File: src/rtl/video_timing.sv
`timescale 1ns/1ps
// video_timing: raster timing source for the +3 video path.
// Free-running pixel counters plus registered blank/sync/paper/line/frame flags, all
// advancing only on the pixel clock enable. The Z80 frame interrupt generator is built
// only when VIDEO_TIMING_IRQ_EN is defined; otherwise irq_n_o is tied high.
module video_timing #(
  parameter int unsigned HCW     = 9,
  parameter int unsigned VCW     = 9,
  parameter int unsigned HTOTAL  = 456,
  parameter int unsigned VTOTAL  = 311,
  parameter int unsigned PAPER_W = 256,
  parameter int unsigned PAPER_H = 192,
  parameter int unsigned HBB     = 320,
  parameter int unsigned HBE     = 416,
  parameter int unsigned HSB     = 344,
  parameter int unsigned HSE     = 376,
  parameter int unsigned VBB     = 248,
  parameter int unsigned VBE     = 256,
  parameter int unsigned VSB     = 248,
  parameter int unsigned VSE     = 252,
  parameter int unsigned INT_V   = 248,
  parameter int unsigned INT_H   = 0,
  parameter int unsigned INT_LEN = 64
) (
  input  logic           clk_i,
  input  logic           rst_ni,
  input  logic           ce_i,
  output logic [HCW-1:0] hcount_o,
  output logic [VCW-1:0] vcount_o,
  output logic [1:0]     blank_o,
  output logic [1:0]     sync_o,
  output logic           paper_o,
  output logic           line_o,
  output logic           frame_o,
  output logic           irq_n_o
);

  // A window edge at or beyond this limit can never be reached by the counter.
  localparam int unsigned HLim = (HTOTAL < (32'd1 << HCW)) ? HTOTAL : (32'd1 << HCW);
  localparam int unsigned VLim = (VTOTAL < (32'd1 << VCW)) ? VTOTAL : (32'd1 << VCW);

  // Half-open window [b, e), wrapping through zero when b > e; empty when b == e.
  function automatic logic in_window(input int unsigned c, input int unsigned b,
                                     input int unsigned e, input int unsigned lim);
    logic act;
    if (b >= lim || e >= lim) begin
      act = 1'b0;
    end else if (b < e) begin
      act = (c >= b) && (c < e);
    end else if (b > e) begin
      act = (c >= b) || (c < e);
    end else begin
      act = 1'b0;
    end
    return act;
  endfunction

  logic [HCW-1:0] hcount_q, hcount_d;
  logic [VCW-1:0] vcount_q, vcount_d;
  logic [1:0]     blank_q, blank_d;
  logic [1:0]     sync_q, sync_d;
  logic           paper_q, paper_d;
  logic           line_q, line_d;
  logic           frame_q, frame_d;
  int unsigned    hpos, vpos;
  logic           h_wrap, v_wrap;

  assign hpos   = 32'(hcount_q);
  assign vpos   = 32'(vcount_q);
  assign h_wrap = (hpos == HTOTAL - 1);
  assign v_wrap = (vpos == VTOTAL - 1);

  // Next counter position; holds whenever ce is low.
  always_comb begin
    hcount_d = hcount_q;
    vcount_d = vcount_q;
    if (ce_i) begin
      if (h_wrap) begin
        hcount_d = '0;
        vcount_d = v_wrap ? '0 : vcount_q + 1'b1;
      end else begin
        hcount_d = hcount_q + 1'b1;
      end
    end
  end

  // Decode flags from the current (pre-increment) position; they are registered below so
  // they trail the counters by one ce.
  always_comb begin
    blank_d = {in_window(vpos, VBB, VBE, VLim), in_window(hpos, HBB, HBE, HLim)};
    sync_d  = {in_window(vpos, VSB, VSE, VLim), in_window(hpos, HSB, HSE, HLim)};
    paper_d = (hpos < PAPER_W) && (vpos < PAPER_H);
    line_d  = h_wrap;
    frame_d = h_wrap && v_wrap;
  end

  // Counter and flag registers.
  always_ff @(posedge clk_i or negedge rst_ni) begin
    if (!rst_ni) begin
      hcount_q <= '0;
      vcount_q <= '0;
      blank_q  <= 2'b00;
      sync_q   <= 2'b00;
      paper_q  <= 1'b0;
      line_q   <= 1'b0;
      frame_q  <= 1'b0;
    end else begin
      hcount_q <= hcount_d;
      vcount_q <= vcount_d;
      if (ce_i) begin
        blank_q <= blank_d;
        sync_q  <= sync_d;
        paper_q <= paper_d;
        line_q  <= line_d;
        frame_q <= frame_d;
      end
    end
  end

  assign hcount_o = hcount_q;
  assign vcount_o = vcount_q;
  assign blank_o  = blank_q;
  assign sync_o   = sync_q;
  assign paper_o  = paper_q;
  assign line_o   = line_q;
  assign frame_o  = frame_q;

`ifdef VIDEO_TIMING_IRQ_EN
  localparam int unsigned IcW = (INT_LEN > 0) ? $clog2(INT_LEN + 1) : 1;

  logic [IcW-1:0] irq_cnt_q, irq_cnt_d;
  logic           irq_n_q, irq_n_d;
  logic           irq_trig;

  assign irq_trig = (hpos == INT_H) && (vpos == INT_V) && (INT_LEN != 0);

  // Load on the trigger position (also when already running), then count down; /INT is
  // released on the ce that takes the counter to zero, giving INT_LEN ce of low.
  always_comb begin
    irq_cnt_d = irq_cnt_q;
    irq_n_d   = irq_n_q;
    if (ce_i) begin
      if (irq_trig) begin
        irq_cnt_d = IcW'(INT_LEN);
        irq_n_d   = 1'b0;
      end else if (irq_cnt_q != '0) begin
        irq_cnt_d = irq_cnt_q - 1'b1;
        if (irq_cnt_q == IcW'(1)) begin
          irq_n_d = 1'b1;
        end
      end
    end
  end

  // Interrupt counter and output register.
  always_ff @(posedge clk_i or negedge rst_ni) begin
    if (!rst_ni) begin
      irq_cnt_q <= '0;
      irq_n_q   <= 1'b1;
    end else begin
      irq_cnt_q <= irq_cnt_d;
      irq_n_q   <= irq_n_d;
    end
  end

  assign irq_n_o = irq_n_q;
`else
  assign irq_n_o = 1'b1;
`endif

endmodule

File: config.mk
export PLATFORM = sky130hd
export DESIGN_NAME = video_timing
export DESIGN_NICKNAME = d
export VERILOG_FILES = /design/src/rtl/video_timing.sv
export SDC_FILE = /design/constraint.sdc
export NUM_CORES = 1
export LEC_CHECK = 0
export CAP_MARGIN = 10
export CORE_UTILIZATION = 35
export CTS_CLUSTER_SIZE = 24
export DETAILED_ROUTE_END_ITERATION = 12
export MAX_ROUTING_LAYER = met4
export SLEW_MARGIN = 20
export SYNTH_ARGS = -nofsm -noshare
export SYNTH_HDL_FRONTEND = slang
export SYNTH_SLANG_ARGS = --single-unit
File: constraint.sdc
create_clock -name clk_i -period 5.2 [get_ports clk_i]
set_input_delay 0.52 -clock clk_i [delete_from_list [all_inputs] [get_ports clk_i]]
set_output_delay 0.52 -clock clk_i [all_outputs]
set_load 0.005 [all_outputs]
* Yosys cells after proc, flatten, opt, wreduce, memory -nomap -nowiden
Index checks and enable logic that the tools add are counted.
W data, S select, Z words.
** Operators by class
- Add/subtract/negate cells :: 2
- $lt $le $gt $ge :: 9
- Eq/ne operators :: 2
- Mux-type cells :: 2
- Reductions and logical operators :: 7
** Operators by type and width (number)
- $lt A9 B9 Y1 const B :: 4
- $add A9 B1 Y9 const B :: 2
- $eq A9 B9 Y1 const B :: 2
- $ge A9 B9 Y1 const B :: 2
- $lt A9 B8 Y1 const B :: 2
- $mux W9 :: 2
- $ge A9 B8 Y1 const B :: 1
- $logic_and A1 B1 Y1 :: 6
- $reduce_and A2 Y1 :: 1
** Word-level totals
- Register bits after elaboration :: 25
- Input bits :: 3
- Output and inout port bits :: 26
- Logic and storage cells :: 29

* Depth between registers and ports, before layout
Gate-level depths: netlist (run 1).
- Depth in word-level cells :: 2
- Depth in mapped cells :: 6
- Depth with buffers taken out :: 6

* Worst setup path before layout (run 1)
Ideal clock, no wire load.
- Path kind :: reg-to-reg
- Start point :: register hcount_q[3], in the netlist hcount_o[3]
- End point :: register vcount_q[3], in the netlist vcount_o[3]
- Arrival :: 2020 ps
- Data required time :: 5134 ps
- Slack :: 3114 ps
- Cell stages (with the launch flop) :: 6
- Buffers on the path :: 1
- Cells stage by stage :: dfrtp_1 or4b_4 or3_1 clkbuf_2 or4b_1 nand2_1
** Between the ends
- Longest elaborated chain between the ends :: 2
** Ends and longest elaborated chain
- from (decl) :: RTL line 58 : logic [HCW-1:0] hcount_q, hcount_d;
- from (signal assigned) :: RTL line 108 : hcount_q <= hcount_d;
- $eq A9 B9 Y1 :: RTL line 70 : assign h_wrap = (hpos == HTOTAL - 1);
- $reduce_and A2 Y1 (no source line)
- to (signal assigned) :: RTL line 109 : vcount_q <= vcount_d;
- to (decl) :: RTL line 59 : logic [VCW-1:0] vcount_q, vcount_d;
No other way between the ends.
A chain may end at the register's enable or synchronous reset.

* Worst setup path after layout (run 1)
- Start point :: input port ce_i
- End point :: register vcount_q[6], in the netlist vcount_o[6]
** Between the ends
- Longest elaborated chain between the ends :: 1
** Ends and longest elaborated chain
- from (decl) :: RTL line 27 : input logic ce_i,
- $reduce_and A2 Y1 (no source line)
No other way between the ends.

==> results of run 1 <==
## cell families after synthesis
kind of cell,after synthesis
buffers and inverters,16
and+or+nand+nor,42
muxes,4
DFF,25
adders and majority gates,5
xor gates and xnor gates,7
other,1
AOI/OAI and AO/OA,29
## flip-flops by register name (all words and copies together) (netlist names)
signal    flops
frame_o       1
hcount_o      9
paper_o       1
line_o        1
sync_o        2
vcount_o      9
blank_o       2
## worst paths after layout
| path | from | endpoint | slack (ns) | depth (start not counted) |
|---|---|---|---|---|
| setup / recovery | ce_i | vcount_o[6]$_DFFE_PN0P_ | 2.48 | 5 |
| hold / removal | rst_ni | hcount_o[4]$_DFFE_PN0P_ | 0.17 | 1 |
| setup reg to reg | hcount_o[3]$_DFFE_PN0P_ | vcount_o[6]$_DFFE_PN0P_ | 2.70 | 4 |
| max in group asynchronous | rst_ni | vcount_o[8]$_DFFE_PN0P_ | 4.66 | 1 |
| hold reg to reg | line_o$_DFFE_PN0P_ | line_o$_DFFE_PN0P_ | 0.50 | 1 |
| min in group clk_i | line_o$_DFFE_PN0P_ | line_o$_DFFE_PN0P_ | 0.50 | 1 |
## synthesized netlist by cell type (all sizes together)
cell    instances
ha              5
o2bb2a          1
buf             1
conb            1
nor3b           2
o32ai           1
nor2            5
nor4bb          1
o21a            1
and4b           1
o21ai          14
or4b            2
a31o            1
mux2            3
a21oi           5
xor2            5
clkbuf          4
mux2i           1
o22ai           2
nand2b          2
nor2b           1
and3            1
nand3           7
nand2          10
o31a            1
and4            1
xnor2           2
dfrtp          25
a211oi          1
nor3            2
nand4           4
o31ai           2
inv            11
or3             3
## layout make-up
type                    instances  area (um2)  area share [%]
flip-flops and latches         25         626            39.1
multi-input cells              88         584            36.5
repair buffers                 27         265            16.6
well taps                      46        57.6            3.60
inverters                      11        41.3            2.58
clock buffers                   4        26.3            1.64
## report_power, final
part           switching, mW  total, mW  internal, mW
clock network         0.0588     0.0888        0.0300
registers             0.0296      0.243         0.214
logic                 0.0366     0.0893        0.0527
total                  0.125      0.421         0.296
## metal layers
metal | up-vias | track usage [%] | wire length [um]
met4 | 0 | 3.49 | 21
met1 | 525 | 21.6 | 1370
met2 | 24 | 27.1 | 1350
li1 | 507 | - | -
met3 | 4 | 2.57 | 87
met5 | - | - | 0
## placed cells by master (no fill, tap or decap), types with 2 or more instances in the layout
master | netlist | routed
sky130_fd_sc_hd__nor3b_1 | 2 | 2
sky130_fd_sc_hd__xor2_1 | 5 | 5
sky130_fd_sc_hd__nand2b_1 | 2 | 2
sky130_fd_sc_hd__ha_1 | 5 | 5
sky130_fd_sc_hd__o31ai_1 | 2 | 2
sky130_fd_sc_hd__o21ai_0 | 14 | 14
sky130_fd_sc_hd__nor3_1 | 2 | 2
sky130_fd_sc_hd__inv_1 | 11 | 11
sky130_fd_sc_hd__o22ai_1 | 2 | 2
sky130_fd_sc_hd__nand2_1 | 10 | 10
sky130_fd_sc_hd__clkdlybuf4s50_1 | 0 | 26
sky130_fd_sc_hd__mux2_2 | 3 | 3
sky130_fd_sc_hd__a21oi_1 | 5 | 5
sky130_fd_sc_hd__dfrtp_1 | 25 | 25
sky130_fd_sc_hd__xnor2_1 | 2 | 2
sky130_fd_sc_hd__nand4_1 | 4 | 4
sky130_fd_sc_hd__or3_1 | 2 | 2
sky130_fd_sc_hd__nor2_1 | 5 | 5
sky130_fd_sc_hd__nand3_1 | 7 | 7
sky130_fd_sc_hd__clkbuf_4 | 0 | 3
## worst max-delay path: cells and delay by family
| family | cells | cell delay (ns) |
|---|---|---|
| simple gates | 3 | 1.29 |
| mux | 1 | 0.32 |
| buf+inv | 1 | 0.80 |
==> run summary, run 1 <==
The flow ran to the end, and the final reports show no timing, DRC or antenna violations. Summing internal, switching and leakage power gives 0.421 mW. Compared with the post-synthesis result, the final layout area differs by 25.5%. Number of buffers inserted by post-CTS setup repair: 0.

The synthesized netlist devotes 13.6% of its cell area to compound gates. The residual overflow from global routing was 0. The synthesized design devotes to its leading area cell type 49.1% of total area. The sum of routed wire length over all layers is 2830 um, and the peak per-stage delay on the critical path is 0.84 ns. The logs give 0 for the number of slew-limit violations in the final report and 0 for the max-cap check violation count.

Summed over all cells, the static leakage comes to 0.671 nW. For the number of global-route vias before repair, the log shows 1106. The dominant cell type by area after synthesis is sky130_fd_sc_hd__dfrtp_1. Hold repair after CTS inserted 0 buffers.

The number of cells produced by synthesis was 129; the number of nets with antenna violations after routing was 0. The via total after detailed routing is 1060. The tightest min-delay check is of the in -> async type. The I/O pin count came out at 29.

STA classifies the critical path startpoint as an input pin. In this run, CTS created clock tree buffers numbering 3. TritonCTS built the clock tree.

Number of antenna violations at the first check in global routing: 0. By area the synthesized netlist is led by sky130_fd_sc_hd__dfrtp_1, sky130_fd_sc_hd__o21ai_0, sky130_fd_sc_hd__ha_1, sky130_fd_sc_hd__xor2_1, sky130_fd_sc_hd__inv_1. For the placement row count, the log shows 21.

Before antenna repair, the detailed router went through 4 iterations. The signal on the critical path passes through clkdlybuf4s50_1 -> nand3_1 -> nor3_1 -> nand4_1 -> mux2_2. Global routing used 16.5% of the available tracks across all layers. Of the total synthesized cell area, the portion taken by XOR and XNOR cells is 4.81%. The total number of H-tree levels was 1.

Setup repair after global routing left no endpoint under its margin. The net count of the mapped netlist is 137. Dividing the detail-routed wire length by the instance count gives 14.1 um. The cell count after placement is 197, and the y dimension of the die is 62.4 um.

The tools report the top achievable clock speed as 368 MHz. The congestion estimate from routability-driven global placement came to 0.847. Detailed placement ended at an HPWL of 2010 um.

The placed instances occupy a cell area of 1570 um2. Hold timing on the final database bottoms out at a slack of 0.168 ns. In the final design database the tool counted 164 nets. The worst pin sits at a relative slew slack of 30.7%. The slowest stage cell on the critical path was sky130_fd_sc_hd__nor3_1. The final setup violation count is 0, and the multiplexer area fraction after synthesis is 3.43%. After layout, the worst path uses 52.3% of the clock period. The final design utilization was 46.8%; the final cell count without fillers was 201. CTS saw 25 sinks. The number of hold violations in the final report came out at 0.

Worst setup slack before clock tree synthesis: 2.12 ns. The initial utilization of the core area, before any placement, comes to 37.3%. Number of input and output port buffers inserted: 27.

For the number of unique standard cell types used by synthesis, the log shows 37. The buffer type at the clock tree root is sky130_fd_sc_hd__clkbuf_4. At the worst endpoint, the required time is 5.42 ns. Of the synthesized area, sequential elements account for 49.1%.

In this run the power density over the cells is 263 nW/um2. The cell area that synthesis handed to floorplanning was 1270 um2. The DRC violation count after routing was 0; the count of cells resized by post-cts repair was 0.

The worst-case IR drop observed on VDD is 0.0000680 V. The worst path in the final design needs a cycle of 2.72 ns, including I/O delays and setup. The width of the die came out at 62.4 um.

Each instance of the synthesized netlist takes up on average 9.88 um2. The clock-pin slew of the registers on the worst-case setup and hold paths is 0.14 ns. The mean number of vias per cell was 5.27. Largest family of logic cells by synthesized area: simple AND/OR/NAND/NOR gates. The top fanout value on the critical path works out to 16. The run gives 0.32 ns as the clock insertion delay at the later pin of the skew report. The synthesized design contains 25 register bits.

Summing the areas of all and, or, nand and nor instances in the mapped netlist gives 18.7% of the synthesized area. For the pin with the worst max-slew slack, the measured transition is 1.03 ns. Ratio of cells with drive above 1 in the final layout: 6.45%.

The die covers 3890 um2. For the signal arrival time at the worst endpoint, the log shows 2.94 ns. Once layout is done, the placed cells without fillers occupy 1600 um2. The placeable core area is 3420 um2, and the Yosys warning count is 0.

The logs give 0 for the antenna diode instance count and 2.48 ns for the least setup slack across all paths after layout. The critical path is of the in -> reg type. The layout has 346 filler cells. STA classifies the critical path endpoint as a register.

The initial DRC count was 36. The first global-routing pass estimated 5080 um of wire. Across the routed clock network, the largest skew measured is 0.00468 ns. Entering global routing, the biggest net connects 26 pins. The logs give 2 for the maximum clock path buffer count and 0 ns for the summed negative setup slack over all endpoints. Fraction of the mapped netlist area in adder cells: 4.91%.
(Power assumes the default switching activity.)
==> inputs of run 2 (changes only) <==
Clock period 5.2 ns to 2.5 ns, I/O delays scaled along.
==> run 2 against run 1 <==
Non-clock buffer count is 4 higher. Total power up 110%. Worst setup slack worse by 2.2 ns. Global-route usage increased by 0.31 points. Clock power increased by 110%. Utilization increased by 1.1 points. Clock skew is 0.0048 ns higher. Combinational power grew 120%. Flip-flop and latch count stayed put. Wire length increased by 0.49%. Critical path type is now reg -> reg. Highest routed layer unchanged.
==> run summary, run 2 (same netlist as run 1, synthesis figures left out) <==
The most common cell after layout, fill and taps aside is sky130_fd_sc_hd__clkdlybuf4s50_1. The logs give 0 (unchanged) for the max-cap check violation count and 3420 um2 (unchanged) for the placeable core area. The logs give 25 (unchanged) for the total number of clock tree sinks and 3 (unchanged) for the total CTS buffers. The net switching fraction of the power was 30.1% (+0.42 points); the number of global-route vias before repair was 1085 (-1.9%). From synthesis to final layout, the design area changed by 28.6%.

The logs give 2.76 ns (-2.66 ns) for the required time of the critical path and 0 (unchanged) for the hold buffer count at CTS. The count of cells resized by post-cts repair came out at 0 (unchanged). The run gives 26 (unchanged) as the largest net degree at the start of global routing. The starting density of the core is 37.3% (unchanged), and the relative max-transition margin is 58.2% (+28 points).

Actual transition at the worst max-transition pin: 0.619 ns (-0.414 ns). Worst hold slack: 0.274 ns (+0.106 ns). Type of the worst setup path: reg -> reg. The antenna diode instance count was 0 (unchanged). Tracing the worst setup path back leads to its startpoint at hcount_o[3]$_DFFE_PN0P_.

The signal arrival time at the worst endpoint is 2.44 ns (-0.50 ns), and the summed negative setup slack over all endpoints is 0 ns (unchanged). The clock-pin slew of the registers on the worst-case setup and hold paths was 0.15 ns (about the same); the routed length per placed instance was 13.9 um (-1.5%). TritonCTS built the clock tree. The first-pass GRT wire length was 5120 um (+0.81%). The via total after detailed routing came out at 1053 (-0.66%). The number of nets in the finished design was 168 (+2.4%); the mean number of vias per cell was 5.14 (-2.6%). Setup repair after global routing left no endpoint under its margin. The kind of path behind the tightest hold check is in -> async. For the number of fill cells in the layout, the log shows 343 (-0.87%).

The endpoint type of the worst setup path is a register. For the full die area, the log shows 3890 um2 (unchanged). The logs give 0.32 ns (about the same) for the clock insertion delay at the later pin of the skew report and 4 (unchanged) for the total iterations of the first detailed-routing run. For the sum of routed wire length over all layers, the log shows 2840 um (+0.49%).

The combined area of the multi-input logic cells was 584 um2 (unchanged). The run gives 626 um2 (unchanged) as the register area. The number of hold violations in the final report was 0 (unchanged); the DRC violation count after routing was 0 (unchanged). The placement row count is 21 (unchanged). The initial DRC count came out at 57 (+58%).

The run gives 29 (unchanged) as the I/O pin count. The buffer type at the clock tree root was sky130_fd_sc_hd__clkbuf_4. Reg-to-reg startpoint: hcount_o[3]$_DFFE_PN0P_.

Y dimension of the die: 62.4 um (unchanged). After layout, the worst path uses 87.1% of the clock period. The top fanout value on the critical path works out to 9 (-7). The number of input and output port buffers inserted works out to 27 (unchanged). The number of nets with antenna violations after routing was 0 (unchanged). The run gives 0 (unchanged) as the number of slew-limit violations in the final report. The width of the die is 62.4 um (unchanged), and the top achievable clock speed is 459 MHz.

The run gives 0.691 nW (+2.9%) as the leakage power. The run gives 0 (unchanged) as the final setup violation count. The maximum clock path buffer count is 2 (unchanged).

The residual overflow from global routing was 0 (unchanged). In the layout the commonest cells are sky130_fd_sc_hd__clkdlybuf4s50_1, sky130_fd_sc_hd__dfrtp_1, sky130_fd_sc_hd__o21ai_0, sky130_fd_sc_hd__inv_1, sky130_fd_sc_hd__nand2_1. The register share of total power is 57.2% (-0.5 points). The flow ran to the end, and the final reports show no timing, DRC or antenna violations. For the design internal power, the log shows 0.618 mW (+110%).

The number of antenna violations at the first check in global routing is 0 (unchanged), and the power density of the placed cells is 539 nW/um2 (+100%). The total number of H-tree levels was 1 (unchanged). Switching power: 0.266 mW (+110%). The power share of the combinational group came out at 22.0% (+0.8 points).

The number of buffers inserted by post-CTS setup repair is 0 (unchanged). STA classifies the critical path startpoint as a register. The maximum ir drop on the vdd rail was 0.000147 V (+120%); the ratio of cells with drive above 1 in the final layout was 8.81% (+2.4 points). The logs give 16.8% (+0.31 points) for the overall routing resource usage and 0.868 (+2.5%) for the routability congestion estimate from global placement.

The tools report the final design utilization as 48.0% (+1.1 points). Subtracting the final worst setup slack from the clock period gives 2.18 ns. The run gives 20.8% (-0.3 points) as the relative contribution of the clock network to total power. The tools report the estimated wirelength of the detail-placed design as 2050 um (+2.0%). The worst setup skew after layout is 0.00951 ns (+0.00483 ns).
run 2: worst paths after layout:
check / endpoint / slack, ns / cells past startpoint
hold reg to reg: blank_o[1]$_DFFE_PN0P_ / 0.53 / 1
max in group asynchronous: vcount_o[2]$_DFFE_PN0P_ / 1.98 / 2
setup reg to reg: vcount_o[3]$_DFFE_PN0P_ / 0.32 / 4
min in group clk_i: blank_o[1]$_DFFE_PN0P_ / 0.53 / 1
hold / removal: vcount_o[8]$_DFFE_PN0P_ / 0.27 / 2
setup / recovery: vcount_o[3]$_DFFE_PN0P_ / 0.32 / 4
run 2: through the flow:
stage	instances	power [mW]	cell area (um2)	setup slack, ns
4_1_cts	205	0.897	1640	0.322
3_5_place_dp	201	0.710	1610	0.350
2_1_floorplan	129	0.589	1270	0.414
3_3_place_gp	201	0.702	1610	0.385
6_report	205	0.884	1640	0.323
5_1_grt	205	0.945	1640	0.233
run 2: per-layer routing:
layer  track usage [%]  up-vias  part of all wire [%]
met1              20.7      505                    45
met5                 -        -                     0
met3              2.76        4                   5.5
li1                  -      510                     -
met2              28.6       34                    49
met4              4.65        0                  0.56
run 2: power groups by stage:
| stage | Clock [mW] | Sequential (mW) | Combinational [mW] |
|---|---|---|---|
| 3_3_place_gp | 0 | 0.505 | 0.197 |
| 4_1_cts | 0.194 | 0.505 | 0.197 |
| 3_5_place_dp | 0 | 0.513 | 0.197 |
| 5_1_grt | 0.212 | 0.516 | 0.217 |
| 6_report | 0.184 | 0.506 | 0.194 |
| 2_1_floorplan | 0 | 0.506 | 0.0838 |
run 2: area by class of cell:
class,count,share of cell area [%]
sequential,25,38.2
clock buffer,3,1.37
clock inverter,1,0.458
tap,46,3.51
multi-input combinational,88,35.6
timing repair buffer,31,18.3
inverter,11,2.52
run 2: worst max-delay path, stage by stage (launching register included):
cell,delay [ns]
sky130_fd_sc_hd__dfrtp_1,0.46
sky130_fd_sc_hd__or4b_4,0.57
sky130_fd_sc_hd__or3_1,0.49
sky130_fd_sc_hd__or4b_1,0.53
sky130_fd_sc_hd__nand2_1,0.07
